File: src/rtl/mm_pkg.sv
// Shared types for the unary matrix multiplier slice.
package mm_pkg;

  localparam int MM_DIM   = 4;
  localparam int MM_WIDTH = 4;

  typedef logic [2*MM_WIDTH-1:0]     mm_elem_t;
  typedef logic [$clog2(MM_DIM)-1:0] mm_idx_t;

  typedef enum logic {
    IDLE   = 1'b0,
    STREAM = 1'b1
  } drain_state_e;

endpackage

File: src/rtl/mm_result_drain_rise_detect.sv
// Registers a level and flags its 0->1 transition; reusable for any handshake edge.
module rise_detect (
  input  logic clk,
  input  logic reset_n,
  input  logic i_level,
  output logic o_rise
);

  logic r_q;

  always_ff @(posedge clk or negedge reset_n) begin
    if (!reset_n) r_q <= 1'b0;
    else          r_q <= i_level;
  end

  // r_q clears in reset, so a level held high through reset rises on the first edge.
  always_comb o_rise = i_level & ~r_q;

endmodule

File: src/rtl/mm_result_drain.sv
// Snapshots the product matrix on a finished rise and streams it row-major over valid/ready.
module mm_result_drain
  import mm_pkg::*;
#(
  parameter int DIM   = 4,
  parameter int WIDTH = 4
) (
  input  logic                                 clk,
  input  logic                                 reset_n,
  input  logic [DIM-1:0][DIM-1:0][2*WIDTH-1:0] result,
  input  logic                                 finished,
  output logic                                 m_valid,
  input  logic                                 m_ready,
  output logic [2*WIDTH-1:0]                   m_data,
  output logic [$clog2(DIM)-1:0]               m_row,
  output logic [$clog2(DIM)-1:0]               m_col,
  output logic                                 m_last,
  output logic                                 busy,
  output logic                                 overrun,
  input  logic                                 clr_overrun
);

  localparam int IW = $clog2(DIM);
  typedef logic [2*WIDTH-1:0] elem_t;
  typedef logic [IW-1:0]      idx_t;
  localparam idx_t IDX_MAX = idx_t'(DIM - 1);

  drain_state_e               r_state, w_next;
  elem_t [DIM-1:0][DIM-1:0]   r_snap;
  idx_t                       r_row, r_col;
  logic                       r_overrun;
  logic                       w_req, w_hs, w_at_last, w_load, w_adv, w_drop;

  rise_detect u_rise (
    .clk     (clk),
    .reset_n (reset_n),
    .i_level (finished),
    .o_rise  (w_req)
  );

  always_ff @(posedge clk or negedge reset_n) begin
    if (!reset_n) r_state <= IDLE;
    else          r_state <= w_next;
  end

  always_comb begin
    w_next = r_state;
    case (r_state)
      IDLE:    if (w_req) w_next = STREAM;
      STREAM:  if (w_hs && w_at_last && !w_req) w_next = IDLE;
      default: w_next = IDLE;
    endcase
  end

  always_comb begin
    w_hs      = m_valid & m_ready;
    w_at_last = (r_row == IDX_MAX) && (r_col == IDX_MAX);
    // A request landing on the last handshake reloads seamlessly rather than overrunning.
    w_load    = w_req & ((r_state == IDLE) | (w_hs & w_at_last));
    w_drop    = w_req & (r_state == STREAM) & ~(w_hs & w_at_last);
    w_adv     = w_hs & ~w_at_last;
  end

  always_ff @(posedge clk or negedge reset_n) begin
    if (!reset_n) begin
      r_snap <= '0;
      r_row  <= '0;
      r_col  <= '0;
    end else if (w_load) begin
      r_snap <= result;
      r_row  <= '0;
      r_col  <= '0;
    end else if (w_adv) begin
      if (r_col == IDX_MAX) begin
        r_col <= '0;
        r_row <= r_row + IW'(1);
      end else begin
        r_col <= r_col + IW'(1);
      end
    end
  end

  always_ff @(posedge clk or negedge reset_n) begin
    if (!reset_n)         r_overrun <= 1'b0;
    else if (w_drop)      r_overrun <= 1'b1;
    else if (clr_overrun) r_overrun <= 1'b0;
  end

  always_comb begin
    m_valid = (r_state == STREAM);
    busy    = m_valid;
    m_data  = r_snap[r_row][r_col];
    m_row   = r_row;
    m_col   = r_col;
    m_last  = w_at_last && m_valid;
    overrun = r_overrun;
  end

endmodule

File: config.mk
export PLATFORM = sky130hd
export DESIGN_NAME = mm_result_drain
export DESIGN_NICKNAME = d
export VERILOG_FILES = /design/src/rtl/mm_pkg.sv /design/src/rtl/mm_result_drain_rise_detect.sv /design/src/rtl/mm_result_drain.sv
export SDC_FILE = /design/constraint.sdc
export NUM_CORES = 1
export LEC_CHECK = 0
export ABC_AREA = 1
export CAP_MARGIN = 20
export CORE_AREA = 5 5 93 159
export CTS_BUF_LIST = sky130_fd_sc_hd__clkbuf_8
export DETAILED_ROUTE_END_ITERATION = 16
export DIE_AREA = 0 0 98 164
export PLACE_DENSITY = 0.88
export SETUP_SLACK_MARGIN = 0.02
export SYNTH_ARGS = -nofsm -noshare
export SYNTH_HDL_FRONTEND = slang
export SYNTH_SLANG_ARGS = --single-unit
File: constraint.sdc
create_clock -name clk -period 2.8 [get_ports clk]
set_input_delay 0.56 -clock clk [delete_from_list [all_inputs] [get_ports clk]]
set_output_delay 0.56 -clock clk [all_outputs]
set_load 0.01 [all_outputs]
# == Word level (Yosys, flattened, before mapping) ==
# Cells that the tools add are included.
# word_totals
ff_bits,135
in_bits,133
out_inout_bits,16
word_cells,63
# op_classes
add_sub_neg,2
order_cmp,2
n_eq_ne,2
mux,15
n_bitwise,12
reduce_logical,9
# op_table
op,n
$bmux W32 S2,1
$mux W32,1
$bmux W8 S2,1
$mux W2,6
$mux W8,1
$and A1 B1 Y1,7
$lt A2 B3 Y1 const B,2
$reduce_bool A2 Y1,3
$add A2 B1 Y2 const B,2
$eq A2 B2 Y1 const B,2
$logic_and A1 B1 Y1,4
$mux W1,4
$not A1 Y1,4
$pmux W1 S2,1
$reduce_and A2 Y1,1
$logic_not A1 Y1,1
$or A1 B1 Y1,1

# == Depth between registers and ports, before layout ==
# Gate-level depths: netlist of run 1.
# logic_depth
depth_word,7
ltp_mapped,8
ltp_nobuf,8

# == Hierarchy ==
# Synthesis of run 1 repeated with hierarchy kept, for this count alone.
# unflattened
hier_cells,855
area_unflattened_um2,6641.4
# modules_own_cells
mod,n_inst,cells_per_inst,area_per_inst_um2,seq_area_each_um2
mm_result_drain,1,852,6606.3,3353.2
rise_detect,1,3,35.0,25.0

# == Least setup slack after synthesis of run 1 ==
# Ideal clock, no wire load.
# synth_timing
kind,register -> output
from,reg r_row[0] (netlist: m_row[0])
to,out m_data[5]
arrival_time_ps,1353
slack_ps,887
stages_incl_launch_ff,9
n_path_buf,2
path_cell_list,dfrtp_1 -> clkbuf_1 -> clkbuf_1 -> nand2_1 -> o21ai_0 -> nand2_1 -> nand3_1 -> nand3_1 -> nand2_1
# synth_between
elab_chain_cells,4
# synth_lines
item,line,text
start: declaration,mm_result_drain.sv:30,"idx_t r_row, r_col;"
start signal: assignment,mm_result_drain.sv:76,r_row <= r_row + IW'(1);
$bmux W32 S2,mm_result_drain.sv:92,m_data = r_snap[r_row][r_col];
$mux W32 (not written as such),mm_result_drain.sv:92,
$bmux W8 S2,mm_result_drain.sv:92,
$mux W8 (not written as such),mm_result_drain.sv:92,
end: declaration,mm_result_drain.sv:14,"output logic [2*WIDTH-1:0] m_data,"
# Every way passes these cells. The select of a mux whose other input is x is not followed.

# == Worst setup path in the final report of run 1 ==
# layout_timing
from,reg r_row[0] (netlist: m_row[0])
to,out m_data[7]
# The elaborated chain is that of the path after synthesis.

==> run summary, run 1 <==
Seq pwr share = 0.344
max-slew violations = 0
met2 wire length = 10100 um
Horiz. Die Dim = 98 um
cell area after technology mapping = 6500 um^2
wire per inst = 16.5 um
nets@finish = 1122
CTS tree = done
antenna violation net count after detailed routing = 0
sum of negative setup slack = 0 ns
clock root buffer = sky130_fd_sc_hd__clkbuf_8
I/O Pins = 149
Data required, critical path = 2.24 ns
placed insts = 1138
sequential element share of the synthesized area = 0.520
stage delay of the slowest cell on the critical path = 0.47 ns
Placer Congestion = 0.893
library cell with the largest summed area after synthesis = sky130_fd_sc_hd__dfrtp_1
global-route wire length before repair = 30500 um
Gate power share = 0.460
Sw Share = 0.406
initial antenna violation count = 1
Peak supply drop = 0.633 mV
Critical Path Fanout Max = 20
most frequent standard cell in the layout excluding fill and tap cells = sky130_fd_sc_hd__nand2_1
Max Cap Viol = 0
syn avg cell area = 7.61 um^2
First DRT Iteration DRCs = 666
ratio of cells with drive above 1 in the final layout = 0.0591
area fraction of the dominant cell type after synthesis = 0.520
Yosys warning total = 0
time the final worst path needs with I/O delays and setup = 2.65 ns
#FFs+latches synth = 135
final hold vios = 0
Final Power = 0.00917 W
Clock Skew = 0.0125 ns
Starting Density = 0.486
post-CTS clock slew at the launch and capture registers of the worst setup and hold paths = 0.08 ns
endpoint arrival time on the critical path = 2.09 ns
outcome = finished clean
pin count of the biggest net entering global routing = 69
switching power summed over all nets = 0.00372 W
sort of element at the start of the critical path = flip-flop
# H-tree levels = 4
Max-slew headroom = 0.583
critical-path cell list = buf_4 -> buf_6 -> o21ai_0 -> nand2_1 -> nand3_1 -> nand3_1 -> nand2_1 -> dlygate4sd2_1
aggregate global routing overflow = 0
metal1 wirelength = 6860 um
internal power = 0.00544 W
most area-consuming cells after synthesis = sky130_fd_sc_hd__dfrtp_1 52%, sky130_fd_sc_hd__nand2_1 10%, sky130_fd_sc_hd__a21oi_1 8.9%
area growth from synthesis to layout = 33.0%
clock share of power = 0.196
DRC violations left = 0
leakage power of the design = 4.37 nW
total half-perimeter wirelength after legalization and detailed placement = 14000 um
final period utilization = 0.948
via count of the first global-routing pass = 6137
total met3 wirelength after detailed routing = 1360 um
Via density = 5.25
Post-Route Utilization = 0.646
synthesized netlist net count = 989
TritonRoute pass-1 iters = 6
maximum root-to-sink buffer count = 2
clock insertion delay at the later pin of the skew report = 0.45 ns
Yosys cell types = 19
port buffer count = 148
standard cell core area = 13400 um^2
TritonCTS buffer count = 17
wire length after detailed routing = 19400 um
kind of end point of the critical path = output pin
highest metal layer with signal wires = met4
slowest cell on the critical path = sky130_fd_sc_hd__dfrtp_2
count of placed standard cells in the final layout, fillers left out = 1174
Setup CP Type = reg -> out
unrepaired setup endpoints after global routing = false
synthesized netlist cell count = 854
Std-Cell Rows = 56
gr usage total = 0.246
# clock sinks = 135
areal power density over the cells = 1060 nW/um^2
via count = 6160
classification of the worst-slack hold path = in -> async
Setup WS pre-CTS = 0.257 ns
maximum frequency from static timing analysis = 0.377 GHz
Die H = 164 um
most used cells in the layout excluding fill and tap cells = 175 x sky130_fd_sc_hd__nand2_1, 139 x sky130_fd_sc_hd__clkdlybuf4s50_1, 133 x sky130_fd_sc_hd__dfrtp_1
final count of negative-setup-slack endpoints = 0
pin slew with the least headroom to its limit = 0.626 ns
worst setup slack after layout = 0.145 ns
area enclosed by the die boundary = 16100 um^2
-- final timing paths --
kind,start,end,slack [ns],cells after the start
max,m_row[0]$_DFFE_PN0P_,m_data[7],0.15,8
min,reset_n,r_snap[7]$_DFFE_PN0P_,0.08,1
max reg2reg,m_col[1]$_DFFE_PN0P_,r_snap[91]$_DFFE_PN0P_,0.58,8
min reg2reg,r_snap[99]$_DFFE_PN0P_,r_snap[99]$_DFFE_PN0P_,0.48,2
max in group asynchronous,reset_n,m_col[1]$_DFFE_PN0P_,1.92,2
min in group clk,r_snap[99]$_DFFE_PN0P_,r_snap[99]$_DFFE_PN0P_,0.48,2
-- Yosys cell counts --
cell type                  instances
sky130_fd_sc_hd__inv_1           119
sky130_fd_sc_hd__clkbuf_1         32
sky130_fd_sc_hd__o21ai_0          19
sky130_fd_sc_hd__dfrtp_1         135
sky130_fd_sc_hd__nor2_2            1
sky130_fd_sc_hd__buf_4             3
sky130_fd_sc_hd__buf_6             6
sky130_fd_sc_hd__o22ai_1           1
sky130_fd_sc_hd__ha_1              2
sky130_fd_sc_hd__o21ai_4           1
sky130_fd_sc_hd__clkinv_1          2
sky130_fd_sc_hd__nor2_1          116
sky130_fd_sc_hd__buf_1             2
sky130_fd_sc_hd__nand2_4           1
sky130_fd_sc_hd__nand3_1         112
sky130_fd_sc_hd__a21oi_1         115
sky130_fd_sc_hd__nand2_1         175
sky130_fd_sc_hd__inv_2             1
sky130_fd_sc_hd__buf_2            11
-- metrics by stage --
step / hold WS [ns] / cell area (um^2)
CTS: 0.109 / 8610
global placement: 0.455 / 8120
global route: 0.115 / 8640
floorplan: 0.264 / 6500
detailed placement: 0.459 / 8120
finish: 0.0840 / 8640
-- registers in the layout, indices dropped and copies added, names as in the netlist --
name / flops
overrun: 1
u_rise.r_q: 1
m_col: 2
busy: 1
r_snap: 128
m_row: 2
-- power groups by stage --
stage	clock, W	combinational (W)	sequential [W]
2_1_floorplan	0	0.00256	0.00308
3_3_place_gp	0	0.00394	0.00313
3_5_place_dp	0	0.00403	0.00317
4_1_cts	0.00181	0.00413	0.00314
5_1_grt	0.00190	0.00464	0.00323
6_report	0.00180	0.00422	0.00315
-- per-layer routing --
metal,global-route usage,up-vias
li1,-,2931
met1,0.277,2850
met2,0.421,309
met3,0.0557,70
met4,0.149,0
met5,0,-
-- critical path, delay by kind of cell (launching register included) --
family	cells	cell delay, ns
compound gates	1	0.20
buf+inv	3	0.60
flops	1	0.47
simple gates	4	0.39
-- layout make-up --
class,instances,area (um^2)
Timing Repair Buffer,168,1740
Clock inverter,13,194
Multi-Input combinational cell,543,2400
Tap cell,174,218
Antenna cell,1,2.50
Sequential cell,135,3380
Inverter,122,458
Clock buffer,18,248
Fill cell,1095,4740
-- logic make-up (layout without fill, tap and decap cells) --
group / count (synthesis) / after routing / synth area share
other: 0 / 1 / 0
AND/OR/NAND/NOR: 405 / 405 / 0.257
adder cells (fa/ha/maj): 2 / 2 / 0.00385
buffers and inverters: 176 / 321 / 0.112
AO/OA/AOI/OAI: 136 / 136 / 0.107
flip-flops: 135 / 135 / 0.520
-- repair_timing --
action / in CTS / in global routing
gates resized for setup: 14 / 9
gates cloned: 1 / 0
hold buffers: 0 / 0
setup endpoints to repair: 8 / 4
buffers inserted: 2 / 1
No activity file was read; power rests on OpenSTA's default activity.
==> run 2: changes to the inputs <==
--- a/config.mk
+++ b/config.mk
@@ -11,6 +11,7 @@
 export CTS_BUF_LIST = sky130_fd_sc_hd__clkbuf_8
 export DETAILED_ROUTE_END_ITERATION = 16
 export DIE_AREA = 0 0 98 164
+export GPL_TIMING_DRIVEN = 0
 export PLACE_DENSITY = 0.88
 export SETUP_SLACK_MARGIN = 0.02
 export SYNTH_ARGS = -nofsm -noshare
==> run 2 against run 1 <==
  * Global-route usage is 1.4 points higher
  * Maximum frequency is 1.3% lower
  * Sequential share of layout area shrank 0.43 points
  * Register-to-register slack about the same
  * Final area grew 1.1%
  * Power rose by 0.53%
  * Critical endpoint is now m_data[1]
  * Largest cell class unchanged
==> run summary, run 2 (synthesis results as in run 1) <==
total half-perimeter wirelength after legalization and detailed placement = 15900 um
Max Cap Viol = 0
final count of negative-setup-slack endpoints = 0
area enclosed by the die boundary = 16100 um^2
Placer Congestion = 0.994
DRC violations left = 0
Seq pwr share = 0.342
# clock sinks = 135
gr usage total = 0.260
unrepaired setup endpoints after global routing = false
clock root buffer = sky130_fd_sc_hd__clkbuf_8
most frequent standard cell in the layout excluding fill and tap cells = sky130_fd_sc_hd__nand2_1
leakage power of the design = 4.43 nW
cts hold-fix bufs = 0
final period utilization = 0.961
area growth from synthesis to layout = 34.4%
Critical Path Fanout Max = 10
Starting Density = 0.486
Horiz. Die Dim = 98 um
minimum hold slack = 0.103 ns
outcome = finished clean
maximum root-to-sink buffer count = 2
time the final worst path needs with I/O delays and setup = 2.69 ns
internal power = 0.00542 W
sort of element at the start of the critical path = flip-flop
final hold vios = 0
clock share of power = 0.189
number of flip-flops under the largest register name = 128
TritonCTS buffer count = 17
Setup CP Type = reg -> out
Via density = 5.27
Gate power share = 0.470
CTS tree = done
standard cell core area = 13400 um^2
pin count of the biggest net entering global routing = 69
port buffer count = 148
maximum frequency from static timing analysis = 0.372 GHz
Fillers = 1106
most used cells in the layout excluding fill and tap cells = 175 x sky130_fd_sc_hd__nand2_1, 139 x sky130_fd_sc_hd__clkdlybuf4s50_1, 134 x sky130_fd_sc_hd__dfrtp_1
Clock Skew = 0.0126 ns
aggregate global routing overflow = 0
register with the highest flop count = r_snap
clock insertion delay at the later pin of the skew report = 0.46 ns
max-slew violations = 0
areal power density over the cells = 1050 nW/um^2
Sw Share = 0.411
initial antenna violation count = 0
Peak supply drop = 0.596 mV
First DRT Iteration DRCs = 477
Max-slew headroom = 0.569
nets@finish = 1157
# H-tree levels = 4
wire per inst = 17.1 um
endpoint arrival time on the critical path = 2.13 ns
antenna diode count = 0
TritonRoute pass-1 iters = 8
I/O Pins = 149
Std-Cell Rows = 56
Post-Route Utilization = 0.653
switching power summed over all nets = 0.00379 W
wire length after detailed routing = 20600 um
ratio of cells with drive above 1 in the final layout = 0.0803
kind of end point of the critical path = output pin
Die H = 164 um
classification of the worst-slack hold path = in -> async
post-CTS clock slew at the launch and capture registers of the worst setup and hold paths = 0.08 ns
via count = 6362
Data required, critical path = 2.24 ns
pin slew with the least headroom to its limit = 0.646 ns
antenna violation net count after detailed routing = 0
global-route wire length before repair = 32300 um
via count of the first global-routing pass = 6477
## run 2: cell count changes in the layout (fill, tap and decap cells not counted), moves of 5 or more
| cell | previous run | this run |
|---|---|---|
| sky130_fd_sc_hd__buf_12 | 6 | 0 |
| sky130_fd_sc_hd__buf_6 | 2 | 7 |
| sky130_fd_sc_hd__clkbuf_8 | 18 | 23 |
| sky130_fd_sc_hd__buf_2 | 0 | 12 |
| sky130_fd_sc_hd__clkbuf_4 | 0 | 6 |
| sky130_fd_sc_hd__clkbuf_2 | 0 | 10 |
| sky130_fd_sc_hd__clkbuf_1 | 0 | 11 |
| sky130_fd_sc_hd__buf_4 | 12 | 5 |
## run 2: cell type report
class / count / area, um^2 / share of cell area
plain buffers: 53 / 349 / 0.0400
repair buffers: 150 / 1510 / 0.173
clock inverters: 11 / 158 / 0.0181
multi-input cells: 543 / 2400 / 0.274
clock buffers: 19 / 262 / 0.0299
flip-flops and latches: 135 / 3380 / 0.387
inverters: 122 / 463 / 0.0530
well taps: 174 / 218 / 0.0249
## run 2: worst paths after layout
path                                                 to                    start  slack, ns  cells after the start
worst max-delay path                          m_data[1]     m_row[0]$_DFFE_PN0P_       0.11                      8
worst min-delay path             r_snap[23]$_DFFE_PN0P_                  reset_n       0.10                      1
worst max register to register   r_snap[49]$_DFFE_PN0P_     m_row[0]$_DFFE_PN0P_       0.59                      9
worst min register to register  r_snap[113]$_DFFE_PN0P_  r_snap[113]$_DFFE_PN0P_       0.48                      2
max in group asynchronous          m_row[0]$_DFFE_PN0P_                  reset_n       1.94                      2
min in group clk                r_snap[113]$_DFFE_PN0P_  r_snap[113]$_DFFE_PN0P_       0.48                      2
## run 2: worst max-delay path: stages, from the launching register on
cell	delay (ns)
sky130_fd_sc_hd__dfrtp_2	0.49
sky130_fd_sc_hd__inv_2	0.11
sky130_fd_sc_hd__clkbuf_2	0.26
sky130_fd_sc_hd__nand2_1	0.11
sky130_fd_sc_hd__nand3_2	0.13
sky130_fd_sc_hd__nand3_1	0.08
sky130_fd_sc_hd__nand3_1	0.09
sky130_fd_sc_hd__nand2_1	0.09
sky130_fd_sc_hd__dlygate4sd2_1	0.31
## run 2: stage by stage
step | TNS, ns | cells | cell area (um^2) | total power (W) | worst slack [ns]
2_1_floorplan | 0 | 854 | 6500 | 0.00564 | 0.887
3_3_place_gp | -542.58 | 1176 | 8200 | 0.00720 | -4.03
3_5_place_dp | -0.0774 | 1177 | 8230 | 0.00734 | -0.0518
4_1_cts | 0 | 1207 | 8730 | 0.00914 | 0.145
5_1_grt | 0 | 1207 | 8730 | 0.00977 | 0.0348
6_report | 0 | 1207 | 8730 | 0.00921 | 0.110
## run 2: power by group through the flow
stage               Clock [W]  Combinational [W]  Sequential, W
floorplan                   0            0.00256        0.00308
global placement            0            0.00408        0.00312
detailed placement          0            0.00419        0.00315
CTS                   0.00174            0.00426        0.00314
global route          0.00183            0.00472        0.00322
finish                0.00174            0.00433        0.00315
## run 2: what timing repair did
item                       in CTS  in global routing
hold endpoints to repair        0                  0
buffers inserted                1                  0
setup endpoints to repair       8                  3
resized for setup              55                  3
## run 2: metal layers
layer,track usage,share of wire,wire length [um]
met5,0,0,0
met4,0.168,0.064,1320
met3,0.0595,0.072,1480
met2,0.452,0.51,10600
met1,0.283,0.35,7240
==> run 3: changes to the inputs <==
--- a/config.mk
+++ b/config.mk
@@ -7,10 +7,10 @@
 export LEC_CHECK = 0
 export ABC_AREA = 1
 export CAP_MARGIN = 20
-export CORE_AREA = 5 5 93 159
+export CORE_AREA = 8 8 96 162
 export CTS_BUF_LIST = sky130_fd_sc_hd__clkbuf_8
 export DETAILED_ROUTE_END_ITERATION = 16
-export DIE_AREA = 0 0 98 164
+export DIE_AREA = 0 0 104 170
 export GPL_TIMING_DRIVEN = 0
 export PLACE_DENSITY = 0.88
 export SETUP_SLACK_MARGIN = 0.02
==> run 3 against run 2 <==
  * Critical path depth unchanged
  * Non-clock buffer count up 1
  * Final area up 0.56%
  * Flip-flop and latch count unchanged
  * Register-to-register slack worse by 0.15 ns
  * First-iteration DRC count up 0.21%
  * Largest cell class unchanged
  * Largest power group unchanged
==> run summary, run 3 (synthesis results as in run 1) <==
Clock Skew = 0.0122 ns
critical-path cell list = buf_2 -> clkbuf_4 -> o21ai_0 -> nand2_1 -> nand3_1 -> nand3_1 -> nand2_1 -> dlygate4sd2_1
post-CTS clock slew at the launch and capture registers of the worst setup and hold paths = 0.07 ns
nets@finish = 1158
kind of end point of the critical path = output pin
Max Cap Viol = 0
Placer Congestion = 0.958
clock insertion delay at the later pin of the skew report = 0.45 ns
maximum root-to-sink buffer count = 2
unrepaired setup endpoints after global routing = false
Final Power = 0.00937 W
aggregate global routing overflow = 0
sort of element at the start of the critical path = flip-flop
antenna diode count = 0
via count = 6399
TritonCTS buffer count = 17
time the final worst path needs with I/O delays and setup = 2.69 ns
Critical Path Fanout Max = 10
leakage power of the design = 4.47 nW
areal power density over the cells = 1070 nW/um^2
count of placed standard cells in the final layout, fillers left out = 1209
gr usage total = 0.248
capture point of the worst reg-to-reg path = r_snap[73]$_DFFE_PN0P_
area enclosed by the die boundary = 17700 um^2
combined area of the multi-input logic cells = 2400 um^2
First DRT Iteration DRCs = 478
worst setup slack after layout = 0.110 ns
outcome = finished clean
wire length after detailed routing = 21900 um
final design instance area without fill = 8780 um^2
initial antenna violation count = 0
number of flip-flops under the largest register name = 128
area growth from synthesis to layout = 35.2%
final period utilization = 0.961
Starting Density = 0.488
Peak supply drop = 0.695 mV
launching element of the worst setup path = m_row[0]$_DFFE_PN0P_
Fillers = 1101
Setup WS pre-CTS = -0.0805 ns
placed instance area = 8230 um^2
Die H = 170 um
standard cell core area = 13300 um^2
worst flop-to-flop path startpoint = m_row[0]$_DFFE_PN0P_
total area of sequential cells = 3380 um^2
clock root buffer = sky130_fd_sc_hd__clkbuf_8
total half-perimeter wirelength after legalization and detailed placement = 16500 um
Max-slew headroom = 0.643
register with the highest flop count = r_snap
antenna violation net count after detailed routing = 0
register-to-register setup slack = 0.44 ns
final count of negative-setup-slack endpoints = 0
ratio of cells with drive above 1 in the final layout = 0.0841
Std-Cell Rows = 56
TritonRoute pass-1 iters = 5
pin count of the biggest net entering global routing = 81
pin slew with the least headroom to its limit = 0.535 ns
Data required, critical path = 2.24 ns
via count of the first global-routing pass = 6705
# H-tree levels = 4
final hold vios = 0
maximum frequency from static timing analysis = 0.372 GHz
port buffer count = 148
I/O Pins = 149
Horiz. Die Dim = 104 um
DRC violations left = 0
Setup CP Type = reg -> out
endpoint arrival time on the critical path = 2.13 ns
slowest cell on the critical path = sky130_fd_sc_hd__dfrtp_2
max-slew violations = 0
Via density = 5.29
placed insts = 1177
wire per inst = 18.1 um
classification of the worst-slack hold path = in -> async
global-route wire length before repair = 34100 um
stage delay of the slowest cell on the critical path = 0.45 ns
# clock sinks = 135
CTS tree = done
most used cells in the layout excluding fill and tap cells = 175 x sky130_fd_sc_hd__nand2_1, 138 x sky130_fd_sc_hd__clkdlybuf4s50_1, 134 x sky130_fd_sc_hd__dfrtp_1
R2R depth = 10
most frequent standard cell in the layout excluding fill and tap cells = sky130_fd_sc_hd__nand2_1
==> run 3: routing by layer <==
metal | track usage | up-vias | part of all wire
li1 | - | 3004 | -
met1 | 0.259 | 3019 | 0.36
met2 | 0.438 | 293 | 0.52
met3 | 0.0568 | 83 | 0.065
met4 | 0.160 | 0 | 0.057
met5 | 0 | - | 0
==> run 3: worst max path at each step <==
stage	to	slack [ns]
after floorplan	m_data[5]	0.89
after global placement	r_snap[122]$_DFFE_PN0P_	-3.98
after detailed placement	m_data[4]	-0.08
after CTS	m_last	0.11
after global routing	m_data[1]	0.03
final	m_data[7]	0.11
==> run 3: power by group <==
group	internal (W)	leakage [nW]	switching (W)
sequential	0.00282	1.48	0.000312
combinational	0.00162	2.76	0.00279
clock	0.00108	0.230	0.000747
==> run 3: layout make-up <==
type | instances | share of cell area
well taps | 174 | 0.0248
plain buffers | 53 | 0.0403
inverters | 122 | 0.0527
flip-flops and latches | 135 | 0.385
clock buffers | 22 | 0.0345
clock inverters | 9 | 0.0168
repair buffers | 151 | 0.173
multi-input cells | 543 | 0.274
==> run 3: stage by stage <==
| step | hold WS, ns | setup TNS, ns | utilization |
|---|---|---|---|
| 3_5_place_dp | 0.460 | -0.209 | 0.618 |
| 6_report | 0.0601 | 0 | 0.660 |
| 5_1_grt | 0.0886 | 0 | 0.660 |
| 4_1_cts | 0.0728 | 0 | 0.659 |
| 2_1_floorplan | 0.264 | 0 | - |
| 3_3_place_gp | 0.458 | -535.89 | 0.616 |
==> run 3: worst max-delay path: cells and delay by family (launching register included) <==
family          cells  cell delay, ns
compound gates      1            0.18
buf+inv             3            0.66
flops               1            0.45
simple gates        4            0.39
==> run 3: timing repair <==
item                       CTS  global route
cloned                       0             0
setup endpoints to repair    8             5
hold buffers                 0             0
resized for setup           58             6
buffers inserted             2             0
